$ cat src/rtl/spi32_slave.sv
// spi32_slave: SPI mode-0 slave that receives and transmits up to 32 bits per
// chip-select window, with all SPI pins sampled into the clk domain.
//
// Ports:
//   clk_i        system clock, all logic on its rising edge
//   reset_ni     synchronous active-low reset
//   din_i        word to transmit on MISO, MSB byte first
//   load_i       one-cycle strobe capturing din_i for the next transaction
//   dout_o       received complete bytes, right-aligned, zero-extended
//   rx_nbytes_o  number of complete bytes in dout_o (1..4)
//   rx_valid_o   one-cycle pulse when dout_o/rx_nbytes_o update
//   overrun_o    pulses with rx_valid_o when more than 32 sclk edges were seen
//   busy_o       high while a transaction is active
//   sclk_i       SPI clock (asynchronous, CPOL=0 CPHA=0)
//   cs_i         active-low chip select (asynchronous)
//   sdi_i        MOSI (asynchronous)
//   sdo_o        MISO, always driven
module spi32_slave #(
  parameter int SYNC_STAGES = 2  // 2..3
) (
  input  logic        clk_i,
  input  logic        reset_ni,
  input  logic [31:0] din_i,
  input  logic        load_i,
  output logic [31:0] dout_o,
  output logic [2:0]  rx_nbytes_o,
  output logic        rx_valid_o,
  output logic        overrun_o,
  output logic        busy_o,
  input  logic        sclk_i,
  input  logic        cs_i,
  input  logic        sdi_i,
  output logic        sdo_o
);

  typedef enum logic [1:0] {WAIT_HIGH, IDLE, ACTIVE} state_t;

  // Cycles to spend in WAIT_HIGH after reset before trusting the cs
  // synchronizer: its reset value of 1 must be flushed by the real pin level.
  localparam logic [1:0] SETTLE = 2'(SYNC_STAGES);

  logic [SYNC_STAGES-1:0] sclk_sync_q, cs_sync_q, sdi_sync_q;
  logic                   sclk_d1_q, cs_d1_q;
  logic                   sclk_s, cs_s, sdi_s;
  logic                   sclk_rise, sclk_fall, cs_rise, cs_fall;

  state_t      state_q;
  logic [1:0]  settle_q;
  logic [31:0] rx_sr_q;
  logic [5:0]  cnt_q;
  logic [31:0] tx_q;
  logic        tx_pending_q;
  logic        done_q;
  logic [31:0] dout_q;
  logic [2:0]  rx_nbytes_q;
  logic        rx_valid_q, overrun_q, busy_q, sdo_q;
  logic [31:0] dout_d;
  logic [2:0]  rx_nbytes_d;

  // Input synchronizers plus one extra registered copy for edge detection.
  always_ff @(posedge clk_i) begin
    if (!reset_ni) begin
      sclk_sync_q <= '0;
      cs_sync_q   <= '1;
      sdi_sync_q  <= '0;
      sclk_d1_q   <= 1'b0;
      cs_d1_q     <= 1'b1;
    end else begin
      sclk_sync_q <= {sclk_sync_q[SYNC_STAGES-2:0], sclk_i};
      cs_sync_q   <= {cs_sync_q[SYNC_STAGES-2:0], cs_i};
      sdi_sync_q  <= {sdi_sync_q[SYNC_STAGES-2:0], sdi_i};
      sclk_d1_q   <= sclk_sync_q[SYNC_STAGES-1];
      cs_d1_q     <= cs_sync_q[SYNC_STAGES-1];
    end
  end

  assign sclk_s    = sclk_sync_q[SYNC_STAGES-1];
  assign cs_s      = cs_sync_q[SYNC_STAGES-1];
  assign sdi_s     = sdi_sync_q[SYNC_STAGES-1];
  assign sclk_rise = sclk_s & ~sclk_d1_q;
  assign sclk_fall = ~sclk_s & sclk_d1_q;
  assign cs_rise   = cs_s & ~cs_d1_q;
  assign cs_fall   = ~cs_s & cs_d1_q;

  // Receive extraction: the shift register holds cnt bits right-aligned, so
  // dropping the trailing partial byte is a right shift by cnt mod 8. Bits
  // above the received count are still zero from the clear on entry.
  always_comb begin
    dout_d      = rx_sr_q;
    rx_nbytes_d = 3'd4;
    if (cnt_q < 6'd32) begin
      dout_d      = rx_sr_q >> cnt_q[2:0];
      rx_nbytes_d = {1'b0, cnt_q[4:3]};
    end
  end

  always_ff @(posedge clk_i) begin
    if (!reset_ni) begin
      state_q      <= WAIT_HIGH;
      settle_q     <= '0;
      rx_sr_q      <= '0;
      cnt_q        <= '0;
      tx_q         <= '0;
      tx_pending_q <= 1'b0;
      done_q       <= 1'b0;
      dout_q       <= '0;
      rx_nbytes_q  <= '0;
      rx_valid_q   <= 1'b0;
      overrun_q    <= 1'b0;
      busy_q       <= 1'b0;
      sdo_q        <= 1'b0;
    end else begin
      rx_valid_q <= 1'b0;
      overrun_q  <= 1'b0;
      done_q     <= 1'b0;

      // Results are published one cycle after the cs rise; the edge count and
      // shift register stay intact until the next transaction starts.
      if (done_q) begin
        rx_valid_q  <= 1'b1;
        dout_q      <= dout_d;
        rx_nbytes_q <= rx_nbytes_d;
        overrun_q   <= (cnt_q == 6'd33);
      end

      case (state_q)
        WAIT_HIGH: begin
          if (settle_q != SETTLE) settle_q <= settle_q + 2'd1;
          else if (cs_s)          state_q  <= IDLE;
          if (load_i) begin
            tx_q         <= din_i;
            tx_pending_q <= 1'b1;
          end
        end

        IDLE: begin
          if (load_i) begin
            tx_q         <= din_i;
            tx_pending_q <= 1'b1;
          end
          if (cs_fall) begin
            state_q <= ACTIVE;
            busy_q  <= 1'b1;
            cnt_q   <= '0;
            rx_sr_q <= '0;
            // A load coinciding with the cs fall takes precedence.
            sdo_q   <= load_i ? din_i[31] : (tx_pending_q & tx_q[31]);
          end
        end

        ACTIVE: begin
          if (cs_rise) begin
            state_q      <= IDLE;
            busy_q       <= 1'b0;
            sdo_q        <= 1'b0;
            tx_q         <= '0;
            tx_pending_q <= 1'b0;
            done_q       <= (cnt_q >= 6'd8);
          end else begin
            if (sclk_rise) begin
              if (cnt_q < 6'd32)  rx_sr_q <= {rx_sr_q[30:0], sdi_s};
              if (cnt_q != 6'd33) cnt_q   <= cnt_q + 6'd1;
            end
            if (sclk_fall) begin
              tx_q  <= {tx_q[30:0], 1'b0};
              sdo_q <= tx_q[30];
            end
          end
        end

        default: state_q <= WAIT_HIGH;
      endcase
    end
  end

  assign dout_o      = dout_q;
  assign rx_nbytes_o = rx_nbytes_q;
  assign rx_valid_o  = rx_valid_q;
  assign overrun_o   = overrun_q;
  assign busy_o      = busy_q;
  assign sdo_o       = sdo_q;

endmodule

$ cat config.mk
export PLATFORM = sky130hd
export DESIGN_NAME = spi32_slave
export DESIGN_NICKNAME = d
export VERILOG_FILES = /design/src/rtl/spi32_slave.sv
export SDC_FILE = /design/constraint.sdc
export NUM_CORES = 1
export LEC_CHECK = 0
export ABC_CLOCK_PERIOD_IN_PS = 1900
export BUFFER_PORTS_ARGS = -buffer_cell sky130_fd_sc_hd__buf_2
export CAP_MARGIN = 20
export CORE_AREA = 5 5 114 116
export DETAILED_ROUTE_END_ITERATION = 12
export DIE_AREA = 0 0 119 121
export GPL_TIMING_DRIVEN = 0
export HOLD_SLACK_MARGIN = 0.02
export MAX_ROUTING_LAYER = met4
export PLACE_DENSITY_LB_ADDON = 0.12
export SKIP_CTS_REPAIR_TIMING = 1
export SLEW_MARGIN = 20
export SYNTH_ARGS = -nofsm -noshare
export SYNTH_HDL_FRONTEND = slang
export SYNTH_SLANG_ARGS = --single-unit
$ cat constraint.sdc
create_clock -name clk_i -period 1.9 [get_ports clk_i]
set_clock_uncertainty 0.1 [all_clocks]
set_input_delay 0 -clock clk_i [delete_from_list [all_inputs] [get_ports clk_i]]
set_output_delay 0 -clock clk_i [all_outputs]
set_load 0.1 [all_outputs]
==> reports/metrics.yaml, run 1 <==
power:
  leakage_nw: 3.18
  powerDensity_nw_per_um2: 875
  vdd_drop_max_mv: 0.659
timing:
  relSlewSlack: 0.512
  finalCritPeriodShare: 0.980
  fmax_mhz: 537
  setup_violations: 0
  hold_viol_final: 0
  min_period_ps: 1860
  tightestPinTransition_ps: 732
  fin_tns_setup_ps: 0
  fin_ws_ps: 37.8
  drv_slew: 0
drt:
  wirelength_um: 19400
  wire_per_inst_um: 20.0
  ant_nets: 0
  num_vias: 6032
  first_pass_iters: 7
  drcViolationCount: 0
  via_per_inst: 6.21
  drt_iter0_markers: 613
final_layout:
  register_area_um2: 2470
  multiInputGateArea_um2: 3410
  stdcell_count: 972
  diodes: 0
  drive_above_1_share: 0.253
  fill_cells: 969
  final_nets: 854
  post-route-util: 0.667
  syn_to_final_growth_pct: 25.1
clock_tree:
  clk_latency_ps: 420
  clockBufferDepth: 2
  cts_made_buffers: 17
  cts-root-buf: "clkbuf_16"
  clkTransAtPathRegs_ps: 60
  clock_sinks: 123
  htreeDepth: 4
  cts_tree: "built"
global_routing:
  grt_usage: 0.270
  grt_max_degree: 17
  grt_pass1_vias: 5836
  overflow: 0
  grt_pass1_wl_um: 30200
  antenna_found_initial: 0
hold_path:
  whs_path_depth: 3
  hold_path_class: "input pin to flop"
  hold_end: "sdi_sync_q[0]"
  min_from: "sdi_i"
synth:
  synthArstFlopShare: 0
  syn_area_per_cell_um2: 9.20
  yosysWarnings: 0
  synth_area_um2: 6300
  syn-instance-count: 685
  synth-seq-cells: 123
  synthMuxAreaShare: 0.123
  syn_nets: 727
  synth_edf_count: 0
  synth-adder-area-share: 0.00794
  ys.flop_type: "dfxtp_1"
  synth_top_family_by_area: "compound AO/OA/AOI/OAI gates"
  synth_cell_type_count: 55
  synth_compound_area_frac: 0.246
  synthXorXnorAreaFrac: 0.00139
  ys_seq_area_frac: 0.391
  synthSimpleGateAreaFrac: 0.161
floorplan:
  die_y_um: 121
  core_area_um2: 11800
  io_pins: 77
  die-area_um2: 14400
  die_w_um: 119
  initial_utilization: 0.534
  rows: 40
placed_design:
  pre_cts_ws_ps: -277
  io_buffers: 75
  place_hpwl_um: 13200
  place_inst: 907
  gp_congestion: 0.918
worst_setup_path:
  rr_worst_depth: 5
  critPathKind: "flop to flop"
  reg2reg_slack_ps: 40
  cp.arrival_ps: 2080
  crit_path_start_kind: "flop"
  r2r-end: "dout_o[11]"
  crit_fanout: 10
  worstPathRequired_ps: 2120
  cp-end-kind: "flop"
  reg2reg_from: "done_q"
status:
  status: "finished clean"
job:
  drv_cap: 0
routing by layer:
metal | wire, um | share of wire | vias up | track usage
met5 | 0 | 0 | - | -
met4 | 660 | 0.034 | 0 | 0.130
met2 | 9170 | 0.47 | 252 | 0.416
met1 | 8420 | 0.43 | 2911 | 0.339
li1 | - | - | 2813 | -
met3 | 1170 | 0.060 | 56 | 0.0578
where the power goes:
| part | internal [W] | switching [W] |
|---|---|---|
| sequential | 0.00268 | 0.0000606 |
| clock | 0.00239 | 0.00117 |
| combinational | 0.000271 | 0.000336 |
| total | 0.00533 | 0.00157 |
cells in the final DEF, fill, tap and decap left out, types with 4 or more instances in the layout:
master,netlist,routed
a211oi_2,30,30
a21oi_1,11,11
a22o_1,16,16
a22oi_1,35,35
a31o_1,17,17
and2_1,8,8
buf_2,24,98
buf_6,7,7
bufinv_16,0,5
clkbuf_1,36,29
clkbuf_16,0,17
clkbuf_2,0,4
clkinv_2,0,4
dfxtp_1,123,120
dlygate4sd3_1,0,37
ha_1,4,4
inv_1,15,15
inv_2,4,4
mux2_2,17,17
mux2i_1,46,46
mux4_2,4,4
nand2_1,72,72
nand2b_1,5,5
nand3_1,33,33
nor2_1,20,20
nor2b_1,5,5
nor3_1,38,38
nor4_1,16,16
o211ai_1,4,4
o21ai_0,22,22
o21ai_1,5,5
o221ai_1,22,22
synthesized netlist by cell type (4+ instances only):
cell	n	share of area
and2_1	8	0.0079
mux2_2	17	0.030
ha_1	4	0.0079
o221ai_1	22	0.031
a22o_1	16	0.022
dfxtp_1	123	0.39
nand2_1	72	0.043
nor2_1	20	0.012
nor4_1	16	0.016
o21ai_0	22	0.017
o211ai_1	4	0.0048
mux2i_1	46	0.073
buf_2	24	0.019
buf_6	7	0.013
inv_1	15	0.0089
o21ai_1	5	0.0040
nand3_1	33	0.026
nor2b_1	5	0.0050
a22oi_1	35	0.042
a211oi_2	30	0.060
mux4_2	4	0.014
a31o_1	17	0.024
a21oi_1	11	0.0087
clkbuf_1	36	0.021
inv_2	4	0.0024
nand2b_1	5	0.0050
nor3_1	38	0.030
worst max-delay path, cell delays in order, from the launching register on:
cell      delay (ps)
dfxtp_2          440
nand2_1          180
nor2_2           280
nand2_1          210
clkbuf_2         260
o221ai_1         270
kinds of logic after synthesis:
family / Yosys count
muxes: 70
adders and majority gates: 4
AOI/OAI and AO/OA: 185
xor gates and xnor gates: 1
DFF: 123
buffers and inverters: 92
and+or+nand+nor: 210
how the worst max path moves through the flow:
stage | start | cells past startpoint | endpoint
6_report | done_q | 5 | dout_o[11]
5_1_grt | state_q[0] | 5 | tx_q[2]
4_1_cts | cnt_q[1] | 6 | cnt_q[1]
3_5_place_dp | cnt_q[1] | 6 | cnt_q[1]
3_3_place_gp | cnt_q[1] | 6 | cnt_q[5]
2_1_floorplan | cnt_q[1] | 6 | cnt_q[5]
sequential cells by signal, indices dropped and copies added (netlist names), 2 cells and up:
register and cells:
cnt_q 6, cs_sync_q 2, dout_o 32, rx_nbytes_o 3, rx_sr_q 32, sclk_sync_q 2, sdi_sync_q 2, settle_q 2
state_q 2, tx_q 32
layout make-up:
type	instances	area share
Buffer	69	0.0457
Inverter	19	0.00905
Clock buffer	20	0.0579
Timing Repair Buffer	112	0.0946
Clock inverter	12	0.0246
Sequential cell	123	0.313
Tap cell	147	0.0233
Multi-Input combinational cell	470	0.432
through the flow:
stage / cell area (um^2) / hold WS (ps) / power, W
detailed placement: 6860 / 115 / 0.00332
CTS: 7510 / -325 / 0.00686
finish: 7880 / 240 / 0.00690
global route: 7880 / 241 / 0.00714
floorplan: 6300 / 1.47 / 0.00318
global placement: 6860 / 106 / 0.00330
No activity file was read; power rests on OpenSTA's default activity.
==> inputs of run 2 (changes only) <==
ABC_CLOCK_PERIOD_IN_PS = 1750   (was 1900)
CTS_CLUSTER_DIAMETER = 120   (was not set)
REMOVE_ABC_BUFFERS = 1   (was not set)
clock period = 1.75 ns   (was 1.9 ns; I/O delays follow)
==> run 2 against run 1 <==
Against the previous run:
- cell count fell by 2.8%
- final area rose by 1.5%
- routed wire length fell by 4.3%
- utilization rose by 1.0 points
- count of clock-buffer cells in the layout rose by 5
- first-iteration DRC count fell by 12%
- largest power group unchanged
- setup slack got worse by 5.9 ps
==> reports/metrics.yaml, run 2 (synthesis results as in run 1) <==
global_routing:
  antenna_found_initial: 0
  grt_max_degree: 51
  grt_pass1_wl_um: 25500
  grt_usage: 0.220
  overflow: 0
  grt_pass1_vias: 5088
power:
  powerDensity_nw_per_um2: 857
  power_frac_seq: 0.434
  combPwrFrac: 0.101
  power_switching_w: 0.00166
  vdd_drop_max_mv: 0.717
  p_sw_frac: 0.241
  leakage_nw: 3.18
  p_int_w: 0.00520
  pwr-share-clk: 0.465
final_layout:
  syn_to_final_growth_pct: 26.9
  diodes: 0
  post-route-util: 0.677
  fill_cells: 947
  drive_above_1_share: 0.279
  final_nets: 829
  layout_commonest_cell: "dfxtp_1"
  multiInputGateArea_um2: 3580
  final_cell_mix: "115 x dfxtp_1, 75 x buf_2, 70 x nand2_1"
  register_area_um2: 2480
timing:
  fin_ws_ps: 31.9
  finalCritPeriodShare: 0.982
  hold_viol_final: 0
  fin_tns_setup_ps: 0
  tightestPinTransition_ps: 825
  min_period_ps: 1720
  relSlewSlack: 0.447
  drv_slew: 0
  fmax_mhz: 582
  rsz0062_at_grt: "yes"
  setup_violations: 0
drt:
  drt_iter0_markers: 538
  num_vias: 5959
  via_per_inst: 6.31
  ant_nets: 0
  wirelength_um: 18600
  drcViolationCount: 0
  first_pass_iters: 5
  wire_per_inst_um: 19.7
clock_tree:
  clk_latency_ps: 420
  cts_tree: "built"
  htreeDepth: 4
  clockBufferDepth: 2
  clock_sinks: 123
  cts_made_buffers: 17
  cts-root-buf: "clkbuf_16"
  clkTransAtPathRegs_ps: 50
floorplan:
  die_y_um: 121
  rows: 40
  die-area_um2: 14400
  io_pins: 77
  core_area_um2: 11800
  die_w_um: 119
  initial_utilization: 0.534
worst_setup_path:
  crit_fanout: 17
  r2r-end: "tx_q[31]"
  reg2reg_from: "state_q[0]"
  crit_path_start_kind: "flop"
  cp-end-kind: "flop"
  worstPathRequired_ps: 1980
  crit_start: "state_q[0]"
  reg2reg_slack_ps: 30
  rr_worst_depth: 5
  cp.arrival_ps: 1950
  critPathKind: "flop to flop"
placed_design:
  io_buffers: 76
  gp_congestion: 0.802
  place_hpwl_um: 10000
  pre_cts_ws_ps: -1300
hold_path:
  whs_path_depth: 2
  min_from: "reset_ni"
  hold_end: "sclk_sync_q[0]"
  hold_path_class: "input pin to flop"
status:
  status: "finished clean"
job:
  drv_cap: 0
[run 2: critical path, stage by stage, from the launching register on]
cell and delay (ps):
dfxtp_2 380, nand2b_4 200, buf_4 160, a21oi_4 440, nor3_1 90, a311oi_1 260
[run 2: worst max-delay path by stage]
| stage | end | slack, ps | cells past startpoint |
|---|---|---|---|
| floorplan | tx_q[31] | -1680 | 4 |
| global placement | tx_q[31] | -2860 | 4 |
| detailed placement | rx_sr_q[10] | -1300 | 4 |
| CTS | rx_sr_q[10] | -1310 | 4 |
| global route | rx_sr_q[10] | -20 | 5 |
| finish | tx_q[31] | 30 | 5 |
[run 2: power groups by stage]
stage          Combinational [W]  Sequential, W  Clock, W
2_1_floorplan           0.000343        0.00305         0
3_3_place_gp            0.000515        0.00302         0
3_5_place_dp            0.000557        0.00303         0
4_1_cts                 0.000560        0.00297   0.00323
5_1_grt                 0.000747        0.00299   0.00335
6_report                0.000694        0.00298   0.00319
[run 2: per-layer routing]
layer	track usage	share of wire	vias up	routed length, um
met5	-	0	-	0
met4	0.0804	0.012	0	217
met3	0.0471	0.067	20	1250
met2	0.340	0.48	247	8870
met1	0.285	0.44	2913	8250
li1	-	-	2779	-
[run 2: cell type report]
type,count,area share
Multi-Input combinational cell,478,0.447
Clock buffer,25,0.0632
Timing Repair Buffer,148,0.141
Tap cell,147,0.0230
Clock inverter,5,0.00453
Sequential cell,123,0.311
Inverter,19,0.0102
[run 2: stage by stage]
step	instances	power [W]	instance area, um^2	hold slack, ps
4_1_cts	870	0.00676	7180	-346
3_3_place_gp	835	0.00354	6500	86.8
2_1_floorplan	612	0.00339	5940	-31.0
3_5_place_dp	840	0.00359	6640	89.2
6_report	945	0.00686	8000	4.68
5_1_grt	945	0.00709	8000	20.1
